$ cat config.mk
export PLATFORM = sky130hd
export DESIGN_NAME = l2_bank_rr_arbiter
export DESIGN_NICKNAME = d
export VERILOG_FILES = /design/src/rtl/l2_arb_pkg.sv /design/src/rtl/l2_rr_picker.sv /design/src/rtl/l2_bank_rr_arbiter.sv
export SDC_FILE = /design/constraint.sdc
export NUM_CORES = 1
export LEC_CHECK = 0
export CAP_MARGIN = 20
export CORE_AREA = 2 2 253 255
export DETAILED_ROUTE_END_ITERATION = 10
export DIE_AREA = 0 0 255 257
export GPL_TIMING_DRIVEN = 0
export SYNTH_ARGS = -nofsm -noshare
export SYNTH_HDL_FRONTEND = slang
export SYNTH_SLANG_ARGS = --single-unit
export TNS_END_PERCENT = 10
$ cat constraint.sdc
create_clock -name clk_i -period 3.9 [get_ports clk_i]
set_input_delay 0.975 -clock clk_i [delete_from_list [all_inputs] [get_ports clk_i]]
set_output_delay 0.975 -clock clk_i [all_outputs]
set_load 0.1 [all_outputs]
$ cat src/rtl/l2_arb_pkg.sv
// rtl/l2_arb_pkg.sv - shared types and constants for the L2 bank arbiter
package l2_arb_pkg;

    localparam int NB_L2_BANKS        = 4;
    localparam int L2_DATA_WIDTH      = 32;
    localparam int L2_BANK_ADDR_WIDTH = 15;

    typedef struct packed {
        logic [L2_BANK_ADDR_WIDTH-1:0] add;
        logic                          wen;
        logic [L2_DATA_WIDTH/8-1:0]    be;
        logic [L2_DATA_WIDTH-1:0]      wdata;
    } tcdm_req_t;

    typedef struct packed {
        logic                     r_valid;
        logic [L2_DATA_WIDTH-1:0] r_rdata;
    } tcdm_rsp_t;

endpackage

$ cat src/rtl/l2_rr_picker.sv
// rtl/l2_rr_picker.sv - combinational round-robin winner search
module l2_rr_picker
    import l2_arb_pkg::*;
#(
    parameter int NumReq = 6,
    parameter int IdxW   = $clog2(NumReq)
) (
    input  logic [NumReq-1:0] req_i,
    input  logic [IdxW-1:0]   ptr_i,
    output logic [NumReq-1:0] gnt_o,
    output logic [IdxW-1:0]   win_o,
    output logic              any_o
);

    localparam int PosW = IdxW + 1;

    logic [2*NumReq-1:0] req_dbl;
    logic [PosW-1:0]     pos;
    logic                found;

    // Lowest set bit at or above the pointer in the doubled vector; the
    // second copy supplies the wrap-around without modulo arithmetic.
    always_comb begin
        req_dbl = {req_i, req_i};
        pos     = '0;
        found   = 1'b0;
        for (int i = 2*NumReq-1; i >= 0; i--) begin
            if (req_dbl[i] && (i >= int'(ptr_i))) begin
                pos   = PosW'(i);
                found = 1'b1;
            end
        end
    end

    // Fold the doubled position back into a port index and decode it.
    always_comb begin
        if (pos >= PosW'(NumReq)) begin
            win_o = IdxW'(pos - PosW'(NumReq));
        end else begin
            win_o = IdxW'(pos);
        end
        any_o = found;
        for (int k = 0; k < NumReq; k++) begin
            gnt_o[k] = found && (win_o == IdxW'(k));
        end
    end

endmodule

$ cat src/rtl/l2_bank_rr_arbiter.sv
// rtl/l2_bank_rr_arbiter.sv - round-robin arbiter for one L2 SRAM bank
module l2_bank_rr_arbiter
    import l2_arb_pkg::*;
#(
    parameter int NumReq    = 6,
    parameter int AddrWidth = L2_BANK_ADDR_WIDTH,
    parameter int DataWidth = L2_DATA_WIDTH,
    parameter int CntWidth  = 32
) (
    input  logic                                  clk_i,
    input  logic                                  rst_ni,
    input  logic [NumReq-1:0]                     req_i,
    input  logic [NumReq-1:0][AddrWidth-1:0]      add_i,
    input  logic [NumReq-1:0]                     wen_i,
    input  logic [NumReq-1:0][DataWidth/8-1:0]    be_i,
    input  logic [NumReq-1:0][DataWidth-1:0]      wdata_i,
    output logic [NumReq-1:0]                     gnt_o,
    output logic [NumReq-1:0]                     r_valid_o,
    output logic [NumReq-1:0][DataWidth-1:0]      r_rdata_o,
    output logic                                  mem_csn_o,
    output logic                                  mem_wen_o,
    output logic [AddrWidth-1:0]                  mem_add_o,
    output logic [DataWidth/8-1:0]                mem_be_o,
    output logic [DataWidth-1:0]                  mem_wdata_o,
    input  logic [DataWidth-1:0]                  mem_rdata_i,
    input  logic                                  clr_cnt_i,
    output logic [CntWidth-1:0]                   conflict_cnt_o
);

    localparam int IdxW = $clog2(NumReq);

    logic [IdxW-1:0]     rr_ptr_q, rr_ptr_d;
    logic [IdxW-1:0]     resp_idx_q;
    logic                resp_valid_q;
    logic [IdxW-1:0]     win;
    logic                any_req;
    logic                multi_req;
    logic [CntWidth-1:0] cnt_q, cnt_d;

    l2_rr_picker #(
        .NumReq (NumReq),
        .IdxW   (IdxW)
    ) u_picker (
        .req_i  (req_i),
        .ptr_i  (rr_ptr_q),
        .gnt_o  (gnt_o),
        .win_o  (win),
        .any_o  (any_req)
    );

    // Drive the SRAM port from the winner; idle bank sees zeroed payload.
    always_comb begin
        mem_csn_o   = ~any_req;
        mem_wen_o   = 1'b1;
        mem_add_o   = '0;
        mem_be_o    = '0;
        mem_wdata_o = '0;
        if (any_req) begin
            mem_wen_o   = wen_i[win];
            mem_add_o   = add_i[win];
            mem_be_o    = be_i[win];
            mem_wdata_o = wdata_i[win];
        end
    end

    // Next pointer sits just past the winner; held when nobody asks.
    always_comb begin
        rr_ptr_d = rr_ptr_q;
        if (any_req) begin
            rr_ptr_d = (win == IdxW'(NumReq-1)) ? '0 : win + 1'b1;
        end
    end

    // Contention means two or more requests: clearing the lowest set bit leaves something.
    always_comb begin
        multi_req = |(req_i & (req_i - 1'b1));
        cnt_d     = cnt_q;
        if (clr_cnt_i) begin
            cnt_d = '0;
        end else if (multi_req && !(&cnt_q)) begin
            cnt_d = cnt_q + 1'b1;
        end
    end

    // Pointer, response tracking and contention counter state.
    always_ff @(posedge clk_i) begin
        if (!rst_ni) begin
            rr_ptr_q     <= '0;
            resp_valid_q <= 1'b0;
            resp_idx_q   <= '0;
            cnt_q        <= '0;
        end else begin
            rr_ptr_q     <= rr_ptr_d;
            resp_valid_q <= any_req;
            resp_idx_q   <= win;
            cnt_q        <= cnt_d;
        end
    end

    // Response valid goes to the port granted last cycle; read data is broadcast.
    always_comb begin
        for (int k = 0; k < NumReq; k++) begin
            r_valid_o[k] = resp_valid_q && (resp_idx_q == IdxW'(k));
            r_rdata_o[k] = mem_rdata_i;
        end
    end

    assign conflict_cnt_o = cnt_q;

endmodule

======== Word-level counts from Yosys, hierarchy flattened ========
Cells that the tools add are included.
word-level totals
  ROM bits ................................ 0
  memories kept ........................... 0
  bits of input ports ..................... 353
  output and inout port bits .............. 289
  register bits after elaboration ......... 39
  bits in latches ......................... 0
  RAM bits ................................ 0
cells by class
  div/mod/pow operators ................... 0
  magnitude comparators ................... 9
  add/subtract/negate cells ............... 4
  reduce and logical (&&, ||, !) cells .... 26
  bitwise operators ....................... 3
  multiply operators ...................... 0
  multiplexer cells ....................... 38
  shifts and indexed selects .............. 0
  equality and inequality tests ........... 10
operators with widths
  kind                                                                                 number
  32-bit binary-select mux with 3-bit select                                           1
  32-bit 2-to-1 mux                                                                    2
  4-bit 2-to-1 mux                                                                     14
  15-bit binary-select mux with 3-bit select                                           1
  32-bit by 1-bit adder with 32-bit output, second input constant                      1
  32-bit AND reduction                                                                 1
  15-bit 2-to-1 mux                                                                    2
  1-bit logical AND                                                                    20
  1-bit 2-to-1 mux                                                                     14
  4-bit binary-select mux with 3-bit select                                            1
  3-bit by 2-bit equality test with 1-bit output, second input constant                4
  3-bit equality test, second input constant                                           4
  3-bit greater-or-equal comparator, first input constant                              3
  6-bit bitwise AND                                                                    1
  3-bit by 1-bit equality test with 1-bit output, second input constant                2
  1-bit by 3-bit greater-or-equal comparator with 1-bit output, first input constant   2
  2-bit by 3-bit greater-or-equal comparator with 1-bit output, first input constant   2
  3-bit logical NOT                                                                    2
  3-bit 2-to-1 mux                                                                     2
  6-bit OR reduction                                                                   1
  6-bit by 1-bit subtractor with 6-bit output, second input constant                   1
  4-bit by 3-bit greater-or-equal comparator with 1-bit output, second input constant  1
  3-bit by 4-bit < comparator with 1-bit output, second input constant                 1
  3-bit by 1-bit adder with 3-bit output, second input constant                        1
  5 further kinds                                                                      6

======== Depth between registers and ports, before layout ========
  word-level depth ........................ 17
  gate-level depth with buffers ........... 10

======== Modules after synthesis ========
A second synthesis with hierarchy kept.
second synthesis, totals
  cell total of the unflattened synthesis .. 795
  area, all modules ....................... 6521.3 um^2
modules (own cells, without submodules)
  module              cells each  area each (um^2)  times used  seq. area each (um^2)
  l2_bank_rr_arbiter  745         6172.2            1           780.7
  l2_rr_picker        50          349.1             1           0.0

======== Least setup slack after synthesis ========
OpenSTA, ideal clock, no wires.
  path kind ............................... input port to output port
  start ................................... input req_i[1]
  end ..................................... output gnt_o[5]
  stages .................................. 8
  data arrival time ....................... 4.127 ns
  slack ................................... -1.202 ns
  required time ........................... 2.925 ns
  cell sequence ........................... buf_2 > nand2b_4 > a32oi_2 > o21a_1 > buf_6 > nand2_4 > buf_2 > nor3_1
between the ends
  word-level cells in the longest chain between the ends .. 12
ends and longest elaborated chain
  what                                                                                                     line                                    text
  from (decl)                                                                                              l2_bank_rr_arbiter.sv:12                input logic [NumReq-1:0] req_i,
  4-bit 2-to-1 mux (8 in series)                                                                           l2_rr_picker.sv:28                      if (req_dbl[i] && (i >= int'(ptr_i))) begin
  4-bit by 3-bit greater-or-equal comparator with 1-bit output / 3-bit subtractor (equally long branches)  l2_rr_picker.sv:37, l2_rr_picker.sv:38
  3-bit 2-to-1 mux                                                                                         l2_rr_picker.sv:37                      if (pos >= PosW'(NumReq)) begin
  3-bit equality test                                                                                      l2_rr_picker.sv:44                      gnt_o[k] = found && (win_o == IdxW'(k));
  1-bit logical AND (*)                                                                                    l2_rr_picker.sv:44
  to (decl)                                                                                                l2_bank_rr_arbiter.sv:17                output logic [NumReq-1:0] gnt_o,
Every way passes the cells marked *; elsewhere a longest branch is shown, timed or not.

======== Final worst setup path ========
  start ................................... input req_i[4]
  end ..................................... output mem_wdata_o[21]
between the ends
  word-level cells in the longest chain between the ends .. 16
ends and longest elaborated chain
  what                                                                                                     line                                    text
  4-bit 2-to-1 mux (11 in series)                                                                          l2_rr_picker.sv:28
  4-bit by 3-bit greater-or-equal comparator with 1-bit output / 3-bit subtractor (equally long branches)  l2_rr_picker.sv:37, l2_rr_picker.sv:38
  3-bit 2-to-1 mux                                                                                         l2_rr_picker.sv:37
  32-bit binary-select mux with 3-bit select                                                               l2_bank_rr_arbiter.sv:62                mem_wdata_o = wdata_i[win];
  32-bit 2-to-1 mux (implied by the code)                                                                  l2_bank_rr_arbiter.sv:62
  32-bit 2-to-1 mux (*)                                                                                    l2_bank_rr_arbiter.sv:58                if (any_req) begin
  to (decl)                                                                                                l2_bank_rr_arbiter.sv:24                output logic [DataWidth-1:0] mem_wdata_o,
Every way passes the cells marked *; elsewhere a longest branch is shown, timed or not. The select of a mux whose other input is x is not followed.

==> metrics.md <==
| Metric | Value |
|---|---|
| WP data arrival | 3.19 ns |
| CTS tree | done |
| Nets@finish | 1845 |
| Post-synthesis mux area share | 20.3% |
| Hpwl dp | 36.8 mm |
| Finished Layout Cells | 2337 |
| Setup crit end kind | output port |
| Worst-path clk slew | 0.07 ns |
| 1st-pass router iterations | 4 |
| Max Cap Violations | 0 |
| Vias in the first global route | 8713 |
| Vias per cell | 3.79 |
| Ports | 642 |
| Final min period | 4.17 ns |
| ANT cells | 0 |
| Seq cells post-synth | 39 |
| Hold Path Class | reg -> reg |
| Site row count | 92 |
| TNS Setup | -10.07 ns |
| Area occupied by multi-input gates | 4270 um2 |
| Peak supply drop | 0.000349 V |
| Ys flop type | dfxtp_1 |
| Core area | 62700 um2 |
| Wirelength per Cell | 19.1 um |
| Clock Sinks | 39 |
| Clk buf depth | 2 |
| Dpl cells | 2296 |
| Critical Path Start Type | primary input |
| Critical setup path kind | in -> out |
| Detailed-route DRC error count | 0 |
| Ys async rst share | 0% |
| Period utilization | 107% |
| LEAKAGE | 0.00597 uW |
| Final hold violation count | 0 |
| Clock skew | 0.0107 ns |
| Initial antenna violation count | 11 |
| Share of cells above drive strength 1 | 31.9% |
| Post-route ant nets | 0 |
| Synth Area in Adders | 0.520% |
| Post-Synthesis Cells | 841 |
| CTS Buf Count | 5 |
| Clock Latency Late Sink | 0.30 ns |
| Largest family of logic cells by synthesized area | buffers and inverters |
| Largest net degree at the start of global routing | 15 |
| Global-route wire length before repair | 59.3 mm |
| Pre-CTS setup slack | -3.02 ns |
| Area growth from synthesis to layout | 123% |
| Syn Area/Cell | 8.02 um2 |
| Initial DRC Count | 408 |
| Register area share after synthesis | 11.6% |
| Detailed Route WL | 44.6 mm |
| Vias | 8847 |
| Failing checks | setup timing |
| Yosys warning total | 0 |
| Die ar. | 65500 um2 |
| Worst path required time | 2.92 ns |
| IO buf count | 606 |
| # fillers | 6773 |
| Status | finished with violations |
| Remaining global-route overflow | 0 |
| CP Max Fanout | 10 |
| Placer Congestion | 0.848 |
| H-Tree Depth | 2 |
| Slew Limit Fails | 0 |
| Distinct cells, synth | 63 |
| Sequential cell area | 781 um2 |
| EDFF count, synth | 0 |
| Simple-gate portion of the synthesized area | 16.4% |
| Quantity of hold-fixing buffers added after cts | 0 |
| Post-route setup slack | -0.270 ns |
| PD cells | 752 nW/um2 |
| Chip Width | 255 um |
| Post-synth net total | 1196 |
| Die height | 257 um |
| Max transition margin | 28.5% |
| RSZ-0062 raised after global routing | true |
| GRT Total Usage | 12.4% |
| Starting Density | 10.7% |
| Fmax | 240 MHz |
| Synth Area in Compound Gates | 21.3% |
| CTS root buf | clkbuf_16 |
| Setup-failing EPs final | 52 |
| Worst-Margin Slew | 1.07 ns |
| Xor/xnor share of the synthesized area | 2.60% |
| Post-synthesis cell area | 6740 um2 |
[per-layer routing]
layer  share of wire [%]  vias to the layer above  GRT usage, %
li1                    -                     4174             -
met2                  49                      422          22.5
met5                0.20                        -             0
met3                 7.7                       51          2.97
met4                 2.2                       14          2.52
met1                  41                     4186          14.7
[critical path, stage by stage]
cell,delay [ns]
buf_12,0.11
nor3b_4,0.23
nor3_4,0.08
o221a_4,0.29
buf_12,0.14
nor2_8,0.10
buf_12,0.16
buf_12,0.16
mux2_4,0.33
a221o_1,0.39
buf_8,0.20
[timing repair]
action	4_1_cts	5_1_grt
pin swaps	12	16
setup endpoints to repair	60	56
gates resized for setup	488	64
buffers inserted	21	8
cloned	6	0
[area by class of cell]
| type | instances | area share (%) |
|---|---|---|
| timing repair buffer | 643 | 44.9 |
| multi-input combinational | 541 | 28.4 |
| buffer | 252 | 13.0 |
| tap | 846 | 7.04 |
| sequential | 39 | 5.19 |
| clock buffer | 5 | 0.832 |
| clock inverter | 3 | 0.474 |
| inverter | 8 | 0.200 |
[Yosys cell counts (3+ instances only)]
| cell | n | share of area [%] |
|---|---|---|
| buf_4 | 197 | 22 |
| nand3_1 | 68 | 5.0 |
| a21oi_1 | 65 | 4.8 |
| o21ai_0 | 64 | 4.8 |
| mux2_4 | 56 | 12 |
| a221o_1 | 51 | 7.6 |
| nor2_1 | 45 | 2.5 |
| clkbuf_1 | 41 | 2.3 |
| mux2_2 | 41 | 6.8 |
| dfxtp_1 | 39 | 12 |
| nand2_1 | 20 | 1.1 |
| xor2_1 | 19 | 2.5 |
| nand4_1 | 15 | 1.4 |
| and2_1 | 8 | 0.74 |
| and3_1 | 8 | 0.74 |
| inv_1 | 7 | 0.39 |
| nor3_1 | 7 | 0.52 |
| and4_1 | 6 | 0.78 |
| buf_6 | 6 | 1.0 |
| or3_1 | 6 | 0.56 |
| buf_2 | 5 | 0.37 |
| mux2_1 | 5 | 0.83 |
| buf_12 | 4 | 1.2 |
| nand2b_1 | 4 | 0.37 |
| nor3b_1 | 4 | 0.45 |
| a31oi_1 | 3 | 0.28 |
| or4_1 | 3 | 0.33 |
[state kept, by name, indices dropped and copies added, names as in the netlist]
register        cells
conflict_cnt_o     32
resp_idx_q          3
rr_ptr_q            3
resp_valid_q        1
[cells in the final DEF (no fill, tap or decap), drive strengths merged, types with 2 or more instances in the layout]
cell type        n
clkdlybuf4s50  544
buf            309
mux2           102
nand3           68
o21ai           65
a21oi           65
a221o           51
nor2            46
clkbuf          45
dfxtp           39
nand2           22
xor2            19
nand4           16
inv              9
and3             8
and2             8
nor3             8
and4             6
or3              6
nand2b           5
nor3b            4
a31oi            3
or4              3
nor2b            2
nand3b           2
a32oi            2
o21a             2
o31a             2
a41o             2
ha               2
bufinv           2
a21boi           2
a22oi            2
a2111oi          2
[logic make-up (layout without fill, tap and decap cells)]
group                      after synthesis  count (layout)
and+or+nand+nor                        207             208
AOI/OAI and AO/OA                      207             207
xor gates and xnor gates                20              20
DFF                                     39              39
adders and majority gates                3               3
muxes                                  103             103
buffers and inverters                  262             911
[stage by stage]
stage	total power [uW]	cell area, um2	hold slack, ns	utilization, %
after floorplan	7110	6780	0.536	-
after global placement	9510	13900	0.501	22.2
after detailed placement	9580	13900	0.503	22.2
after CTS	11000	14800	0.513	23.6
after global routing	11700	15000	0.557	24.0
final	11300	15000	0.512	24.0
[where the power goes]
part           leakage [uW]  switching, uW  internal, uW  total (uW)
Combinational       0.00556           6710          3590       10300
Clock             0.0000959            195           372         567
Sequential         0.000316           24.4           421         445
[final timing paths]
kind,to,cells after the start,start,slack (ns)
hold / removal,conflict_cnt_o[13]$_SDFFE_PP0P_,2,conflict_cnt_o[13]$_SDFFE_PP0P_,0.51
setup reg to reg,rr_ptr_q[2]$_SDFFE_PN0N_,8,rr_ptr_q[0]$_SDFFE_PN0N_,1.24
setup / recovery,mem_wdata_o[21],11,req_i[4],-0.27
hold reg to reg,conflict_cnt_o[13]$_SDFFE_PP0P_,2,conflict_cnt_o[13]$_SDFFE_PP0P_,0.51
(Power assumes the default switching activity.)
